**config.mk**
```make
export PLATFORM = sky130hd
export DESIGN_NAME = pc_ras_unit_flat
export DESIGN_NICKNAME = d
export VERILOG_FILES = /design/src/rtl/pc_ras_if.sv /design/src/rtl/pc_ras_unit.sv /design/src/flat_wrapper.sv
export SDC_FILE = /design/constraint.sdc
export NUM_CORES = 1
export LEC_CHECK = 0
export CAP_MARGIN = 30
export CORE_MARGIN = 3
export CORE_UTILIZATION = 47
export CTS_BUF_LIST = sky130_fd_sc_hd__clkbuf_16
export DETAILED_ROUTE_END_ITERATION = 10
export PLACE_DENSITY = 0.86
export SYNTH_ARGS = -nofsm -noshare
export SYNTH_HDL_FRONTEND = slang
export SYNTH_SLANG_ARGS = --single-unit
```
**constraint.sdc**
```tcl
create_clock -name clk -period 3.3 [get_ports clk]
set_input_delay 0.33 -clock clk [delete_from_list [all_inputs] [get_ports clk]]
set_output_delay 0.33 -clock clk [all_outputs]
set_load 0.01 [all_outputs]
```
**src/rtl/pc_ras_if.sv**
```systemverilog
// Fetch-side bundle between next-PC select logic and pc_ras_unit.
// With PC_ALIGN_CHECK_EN defined, the bundle also carries the misalign pulse.
`timescale 1ns/1ps
interface pc_ras_if #(
  parameter int WIDTH = 32
);
  logic             en;
  logic             redirect_valid;
  logic [WIDTH-1:0] redirect_pc;
  logic             call_valid;
  logic [WIDTH-1:0] call_target;
  logic             ret_valid;
  logic [WIDTH-1:0] ret_target;
  logic [WIDTH-1:0] pc;
  logic [WIDTH-1:0] pc_seq;
  logic             ras_empty;
  logic             ras_full;
  logic             ras_miss;
  logic             ras_overflow;
`ifdef PC_ALIGN_CHECK_EN
  logic             misalign;
`endif

  modport master (
    output en, redirect_valid, redirect_pc, call_valid, call_target,
           ret_valid, ret_target,
`ifdef PC_ALIGN_CHECK_EN
    input  misalign,
`endif
    input  pc, pc_seq, ras_empty, ras_full, ras_miss, ras_overflow
  );

  modport slave (
    input  en, redirect_valid, redirect_pc, call_valid, call_target,
           ret_valid, ret_target,
`ifdef PC_ALIGN_CHECK_EN
    output misalign,
`endif
    output pc, pc_seq, ras_empty, ras_full, ras_miss, ras_overflow
  );
endinterface

```
**src/rtl/pc_ras_unit.sv**
```systemverilog
// Fetch PC register with prioritised redirects and a circular return-address stack.
// Optional target alignment check/forcing is enabled by defining PC_ALIGN_CHECK_EN.
`timescale 1ns/1ps
module pc_ras_unit #(
  parameter int               WIDTH       = 32,
  parameter logic [WIDTH-1:0] RESET_VEC   = '0,
  parameter int               INSTR_BYTES = 4,
  parameter int               RAS_DEPTH   = 4
) (
  input  logic     clk,
  input  logic     rst,
  pc_ras_if.slave  bus
);
  localparam int               PTR_W    = $clog2(RAS_DEPTH);
  localparam int               CNT_W    = PTR_W + 1;
  localparam logic [WIDTH-1:0] STEP     = WIDTH'(INSTR_BYTES);
  localparam logic [CNT_W-1:0] FULL_CNT = CNT_W'(RAS_DEPTH);
`ifdef PC_ALIGN_CHECK_EN
  localparam logic [WIDTH-1:0] ALIGN_MASK = WIDTH'(INSTR_BYTES - 1);
`endif

  logic [WIDTH-1:0] pc_reg, pc_next;
  logic [PTR_W-1:0] ptr_reg, ptr_next;
  logic [CNT_W-1:0] count_reg, count_next;
  logic             miss_reg, miss_next;
  logic             ovf_reg, ovf_next;
  logic [WIDTH-1:0] ras_mem [RAS_DEPTH];

  logic [WIDTH-1:0] pc_seq;
  logic [WIDTH-1:0] ras_top;
  logic [WIDTH-1:0] target;
  logic             load;
  logic             wr_en;
  logic [PTR_W-1:0] wr_idx;
  logic             ras_empty;

  assign pc_seq    = pc_reg + STEP;
  assign ras_top   = ras_mem[ptr_reg];
  assign ras_empty = (count_reg == '0);

  always_comb begin
    target     = pc_seq;
    load       = 1'b0;
    wr_en      = 1'b0;
    wr_idx     = ptr_reg;
    ptr_next   = ptr_reg;
    count_next = count_reg;
    miss_next  = 1'b0;
    ovf_next   = ovf_reg;
    if (bus.en) begin
      if (bus.redirect_valid) begin
        target = bus.redirect_pc;
        load   = 1'b1;
      end else if (bus.ret_valid && bus.call_valid) begin
        load = 1'b1;
        if (!ras_empty) begin
          // Indirect call through a return: swap the top entry in place.
          target = ras_top;
          wr_en  = 1'b1;
        end else begin
          target     = bus.ret_target;
          ptr_next   = ptr_reg + PTR_W'(1);
          wr_idx     = ptr_reg + PTR_W'(1);
          wr_en      = 1'b1;
          count_next = CNT_W'(1);
          miss_next  = 1'b1;
        end
      end else if (bus.ret_valid) begin
        load = 1'b1;
        if (!ras_empty) begin
          target     = ras_top;
          ptr_next   = ptr_reg - PTR_W'(1);
          count_next = count_reg - CNT_W'(1);
        end else begin
          target    = bus.ret_target;
          miss_next = 1'b1;
        end
      end else if (bus.call_valid) begin
        // Pointer wraps naturally; when full the oldest slot is the one reused.
        target   = bus.call_target;
        load     = 1'b1;
        ptr_next = ptr_reg + PTR_W'(1);
        wr_idx   = ptr_reg + PTR_W'(1);
        wr_en    = 1'b1;
        if (count_reg == FULL_CNT) ovf_next = 1'b1;
        else                       count_next = count_reg + CNT_W'(1);
      end
    end
  end

`ifdef PC_ALIGN_CHECK_EN
  logic misalign_reg, misalign_next;
  always_comb begin
    misalign_next = load && ((target & ALIGN_MASK) != '0);
    if (!bus.en)   pc_next = pc_reg;
    else if (load) pc_next = target & ~ALIGN_MASK;
    else           pc_next = pc_seq;
  end
  always_ff @(posedge clk or posedge rst) begin
    if (rst) misalign_reg <= 1'b0;
    else     misalign_reg <= misalign_next;
  end
  assign bus.misalign = misalign_reg;
`else
  always_comb begin
    if (!bus.en)   pc_next = pc_reg;
    else if (load) pc_next = target;
    else           pc_next = pc_seq;
  end
`endif

  always_ff @(posedge clk or posedge rst) begin
    if (rst) begin
      pc_reg    <= RESET_VEC;
      ptr_reg   <= '0;
      count_reg <= '0;
      miss_reg  <= 1'b0;
      ovf_reg   <= 1'b0;
    end else begin
      pc_reg    <= pc_next;
      ptr_reg   <= ptr_next;
      count_reg <= count_next;
      miss_reg  <= miss_next;
      ovf_reg   <= ovf_next;
    end
  end

  // Stack contents are don't-care after reset, so storage carries no reset.
  always_ff @(posedge clk) begin
    if (wr_en) ras_mem[wr_idx] <= pc_seq;
  end

  assign bus.pc           = pc_reg;
  assign bus.pc_seq       = pc_seq;
  assign bus.ras_empty    = ras_empty;
  assign bus.ras_full     = (count_reg == FULL_CNT);
  assign bus.ras_miss     = miss_reg;
  assign bus.ras_overflow = ovf_reg;
endmodule
```
**src/flat_wrapper.sv**
```systemverilog
// flat-port wrapper written by rule: the top's interface ports become plain ports
module pc_ras_unit_flat 
#(
  parameter int               WIDTH       = 32,
  parameter logic [WIDTH-1:0] RESET_VEC   = '0,
  parameter int               INSTR_BYTES = 4,
  parameter int               RAS_DEPTH   = 4
)
  (clk, rst, bus_en, bus_redirect_valid, bus_redirect_pc, bus_call_valid, bus_call_target, bus_ret_valid, bus_ret_target, bus_pc, bus_pc_seq, bus_ras_empty, bus_ras_full, bus_ras_miss, bus_ras_overflow);
  pc_ras_if #(.WIDTH(WIDTH)) bus_i ();
  input  logic clk;
  input  logic rst;
  input wire logic [$bits(bus_i.en)-1:0] bus_en;
  input wire logic [$bits(bus_i.redirect_valid)-1:0] bus_redirect_valid;
  input wire logic [$bits(bus_i.redirect_pc)-1:0] bus_redirect_pc;
  input wire logic [$bits(bus_i.call_valid)-1:0] bus_call_valid;
  input wire logic [$bits(bus_i.call_target)-1:0] bus_call_target;
  input wire logic [$bits(bus_i.ret_valid)-1:0] bus_ret_valid;
  input wire logic [$bits(bus_i.ret_target)-1:0] bus_ret_target;
  output wire logic [$bits(bus_i.pc)-1:0] bus_pc;
  output wire logic [$bits(bus_i.pc_seq)-1:0] bus_pc_seq;
  output wire logic [$bits(bus_i.ras_empty)-1:0] bus_ras_empty;
  output wire logic [$bits(bus_i.ras_full)-1:0] bus_ras_full;
  output wire logic [$bits(bus_i.ras_miss)-1:0] bus_ras_miss;
  output wire logic [$bits(bus_i.ras_overflow)-1:0] bus_ras_overflow;
  assign bus_i.en = bus_en;
  assign bus_i.redirect_valid = bus_redirect_valid;
  assign bus_i.redirect_pc = bus_redirect_pc;
  assign bus_i.call_valid = bus_call_valid;
  assign bus_i.call_target = bus_call_target;
  assign bus_i.ret_valid = bus_ret_valid;
  assign bus_i.ret_target = bus_ret_target;
  assign bus_pc = bus_i.pc;
  assign bus_pc_seq = bus_i.pc_seq;
  assign bus_ras_empty = bus_i.ras_empty;
  assign bus_ras_full = bus_i.ras_full;
  assign bus_ras_miss = bus_i.ras_miss;
  assign bus_ras_overflow = bus_i.ras_overflow;
  pc_ras_unit #(.WIDTH(WIDTH), .RESET_VEC(RESET_VEC), .INSTR_BYTES(INSTR_BYTES), .RAS_DEPTH(RAS_DEPTH)) u_core (.clk(clk), .rst(rst), .bus(bus_i));
endmodule
```
* After elaboration in Yosys (flattened, before gate mapping) *
Memory sizes are Yosys's and may differ from the RTL's.
Index checks and enable logic that the tools add are counted.

word-level totals
  logic and storage cells = 61
  memories = 1
  register bits after elaboration = 39
  input bits = 102
  output and inout port bits = 68
  memory bits (writable) = 128

memories
  name            words  bits a word  rd ports  clocked after memory_dff  write ports  line               RTL
  u_core.ras_mem  4      32           1         0                         1            pc_ras_unit.sv:27  logic [WIDTH-1:0] ras_mem [RAS_DEPTH];

operators by class
  bitwise operators = 3
  reduce and logical (&&, ||, !) cells = 6
  eq/ne operators = 4
  $add $sub $neg = 5
  mux-type cells = 37

operators by type and width
  operator                                                                  number
  32-bit two-way mux                                                        6
  32-bit by 3-bit adder with 32-bit output (second input constant)          1
  2-bit two-way mux                                                         9
  3-bit two-way mux                                                         6
  1-bit two-way mux                                                         16
  6-bit AND reduction                                                       2
  3-bit by 2-bit inequality test with 1-bit output (second input constant)  2
  3-bit by 1-bit adder with 3-bit output (second input constant)            1
  3-bit == test (second input constant)                                     1
  3-bit logical NOT                                                         1
  1-bit NOT                                                                 3
  3-bit AND reduction                                                       1
  3-bit nonzero test                                                        1
  3-bit by 1-bit subtractor with 3-bit output (second input constant)       1
  2-bit by 1-bit adder with 2-bit output (second input constant)            1
  2-bit inequality test (second input constant)                             1
  2-bit by 1-bit subtractor with 2-bit output (second input constant)       1
  1-bit logical AND                                                         1

* Longest topological paths before layout *
  depth in word-level cells = 7
  gate-level depth with buffers = 8
  depth with buffers taken out = 6

* Worst setup path before layout *
No wires, ideal clock.

  path type = input to register
  start point = input bus_call_valid
  end point = memory u_core.ras_mem[0][0], enable pin
  required time = 2,868 ps
  arrival time = 2,892 ps
  library setup time = 432 ps
  path buffers = 3
  cell stages on the path = 5
  slack = -23 ps
  cells stage by stage = clkbuf_1 buf_1 buf_1 nand2_1 a21oi_1

between the ends
  word-level cells in the longest chain between the ends = 7
  elaborated cells between the ends (all ways) = 13
  classes of those cells = mux (12); reduce/logical (1)

RTL lines
  what                                     line                RTL
  start: declaration                       flat_wrapper.sv:16  input wire logic [$bits(bus_i.call_valid)-1:0] bus_call_valid;
  1-bit two-way mux                        pc_ras_unit.sv:78   end else if (bus.call_valid) begin
  1-bit two-way mux                        pc_ras_unit.sv:68   end else if (bus.ret_valid) begin
  1-bit two-way mux                        pc_ras_unit.sv:54   end else if (bus.ret_valid && bus.call_valid) begin
  1-bit two-way mux                        pc_ras_unit.sv:51   if (bus.redirect_valid) begin
  1-bit two-way mux                        pc_ras_unit.sv:50   if (bus.en) begin
  1-bit two-way mux                        pc_ras_unit.sv:130  if (wr_en) ras_mem[wr_idx] <= pc_seq;
  1-bit two-way mux (not written as such)  pc_ras_unit.sv:130
  end: declaration                         pc_ras_unit.sv:27

Parallel ways exist; a longest one is shown, timed or not.

* Final worst setup path *
  start point = register u_core.pc_reg[3], in the netlist u_core.bus.pc[3]
  end point = output bus_pc_seq[22]

between the ends
  word-level cells in the longest chain between the ends = 1

RTL lines
  what                                      line                RTL
  start: declaration                        pc_ras_unit.sv:22   logic [WIDTH-1:0] pc_reg, pc_next;
  start signal: assignment                  pc_ras_unit.sv:120  pc_reg <= pc_next;
  32-bit by 3-bit adder with 32-bit output  pc_ras_unit.sv:37   assign pc_seq = pc_reg + STEP;
  end: declaration                          flat_wrapper.sv:21  output wire logic [$bits(bus_i.pc_seq)-1:0] bus_pc_seq;

No other way between the ends.

==> results.ini <==
[critical_path]
cp_cell_sequence=ha_2 > and4_2 > nand3_4 > nor3_4 > nand3_1 > xnor2_2 > clkdlybuf4s50_1
r2r_end=u_core.ras_mem[1][28]
rr_worst_depth=6
required_ps=2970
ff2ff_setup_slack_ps=760
critPathMaxFanout=8
crit_path_end_kind=primary output
critical_path_class=reg2out
crit_slowest_cell=clkdlybuf4s50_1
slowest_delay_ps=600
startpoint_type=register
critPathBufInv=1
cp_top_family=simple AND/OR/NAND/NOR gates
arrival_ps=2910
reg2reg_from=u_core.count_reg[0]

[placement]
postPlaceCellArea_sq_um=10500
dp_hpwl_um=19200
placedCellCount=1075
gp_congestion=0.979
post-place-ws_ps=175
port_buffers=169

[clock_network]
worstSkewPairLatency_ps=430
cts.path.max_buffers=2
h-tree-depth=4
cts.sinks=167
ctsRootBufferMaster=clkbuf_16
cts_buffers=17
cts.clk_slew.worst_paths_ps=70
cts_tree=built

[power]
finalPower_w=0.00732
powerDensity_nw_per_um2=648
max-vdd-ir-drop_mv=0.388
power_leakage_nw=4.05

[synthesis]
synthesis.area_sq_um=8410
ys_ff_latch=167
synth_fp_nets=793
ys_seq_area_share_pct=57.3
synth-edff-count=128
syn_inst=689
synthFlopType=edfxtp_1
async_flop_share_pct=23.4
synth_cell_type_count=76
ys_warn_count=0
syn_area_per_cell_sq_um=12.2

[final_layout]
final_layout_size_suffix_gt1_share_pct=19.6
mostFrequentLayoutCells=166 x clkdlybuf4s50_1, 128 x edfxtp_1, 89 x nand2_1, 56 x buf_4, 47 x a21oi_1
nFillCells=1285
n_antenna_cell=0
final_common_cell=clkdlybuf4s50_1
stdcell_count=1116
final_cell_area_sq_um=11300
nets=982
area_delta_synth_final_pct=34.3
final_util_pct=64.9
largest_reg_flops=128

[run_status]
run_status=finished, final reports clean

[global_routing]
grt.total_usage_pct=27.9
antenna_found_initial=0
grt_pass1_vias=6985
grt_pass1_wl_um=41200
grt_max_degree=40
grt-ovfl-total=0

[detailed_routing]
ant_nets=0
wl_per_cell_um=24.4
drt_iter0_markers=656
routed_via_density=6.22
vias=6944
drc=0
firstDrtPassIters=7
drt-total-wl_um=27200

[floorplanning]
die_area_sq_um=19500
row_count=48
die_w_um=140
coreArea_sq_um=17400
ios=170
initial_core_util_pct=48.3
die_y_um=140

[job]
cap_viol_max_count=0

[timing]
period_share_pct=98.2
worst_pin_slew_ps=560
relSlewSlack_pct=62.4
fmax_ghz=0.309
finalMaxSlewViolations=0
hold_violations=0
fin_crit_ps=3240
rsz0062_at_grt=true
finalSetupViolCount=0
clock_skew_ps=13.6
setup_slack_ps=59.8

[worst_hold_path]
hold_path_class=in2async

synthesized netlist by cell type, types with 14 or more instances:
| cell | count | share of area (%) |
|---|---|---|
| edfxtp_1 | 128 | 46 |
| nand2_1 | 89 | 4.0 |
| a21oi_1 | 48 | 2.9 |
| dfrtp_1 | 39 | 12 |
| nor2_1 | 37 | 1.7 |
| mux4_2 | 32 | 8.6 |
| clkbuf_1 | 28 | 1.2 |
| nand3_1 | 27 | 1.6 |
| o21ai_0 | 25 | 1.5 |
| xnor2_1 | 17 | 1.8 |
| xor2_1 | 14 | 1.5 |
layer usage:
layer	part of all wire (%)	track usage, %	wire [um]
met1	39	38.8	10700
met2	46	42.6	12600
met3	11	6.77	3070
met4	3.0	11.0	810
met5	0	0	0
worst min-delay path, stage by stage:
cell and delay, ps:
clkdlybuf4s50_1 400, inv_1 50, buf_4 440
worst max path at each step:
stage                             start                    to  slack [ps]  depth (start not counted)
floorplan           u_core.count_reg[0]  u_core.ras_mem[2][0]           3                          7
global placement       u_core.bus.pc[2]        bus_pc_seq[22]         320                          7
detailed placement     u_core.bus.pc[2]        bus_pc_seq[24]         180                          6
CTS                   u_core.bus.pc[22]        bus_pc_seq[27]           8                          5
global route           u_core.bus.pc[3]        bus_pc_seq[22]         -60                          7
finish                 u_core.bus.pc[3]        bus_pc_seq[22]          60                          7
report_power, final:
group	total [W]	internal [W]	switching, W
combinational	0.00263	0.00125	0.00138
clock	0.00188	0.00104	0.000846
sequential	0.00281	0.00259	0.000219
total	0.00732	0.00488	0.00244
through the flow:
stage,TNS (ps),hold WS (ps)
after floorplan,0,493
after global placement,0,445
after detailed placement,0,462
after CTS,0,355
after global routing,-83.0,424
final,0,332
timing repair:
| item | in CTS | in global routing |
|---|---|---|
| resized for setup | 14 | 21 |
| pin swaps | 3 | 4 |
| setup endpoints to repair | 12 | 13 |
| buffers inserted | 3 | 6 |
| hold buffers | 0 | 0 |
layout make-up:
cell class                      instances  area (sq um)  area share [%]
Sequential cell                       167          4830            42.8
Multi-Input combinational cell        452          3440            30.5
Clock inverter                         15           133            1.17
Timing Repair Buffer                  226          2130            18.9
Tap cell                              225           282            2.49
Clock buffer                           17           425            3.77
Inverter                               14          52.6           0.465
logic make-up after synthesis:
family	share of synthesized area (%)
mux	9.20
fa+ha+maj	0.387
flops	57.3
simple gates	13.8
compound gates	12.3
buf+inv	3.75
xor+xnor	3.23
Note: power is estimated with default switching activity, not from simulation.
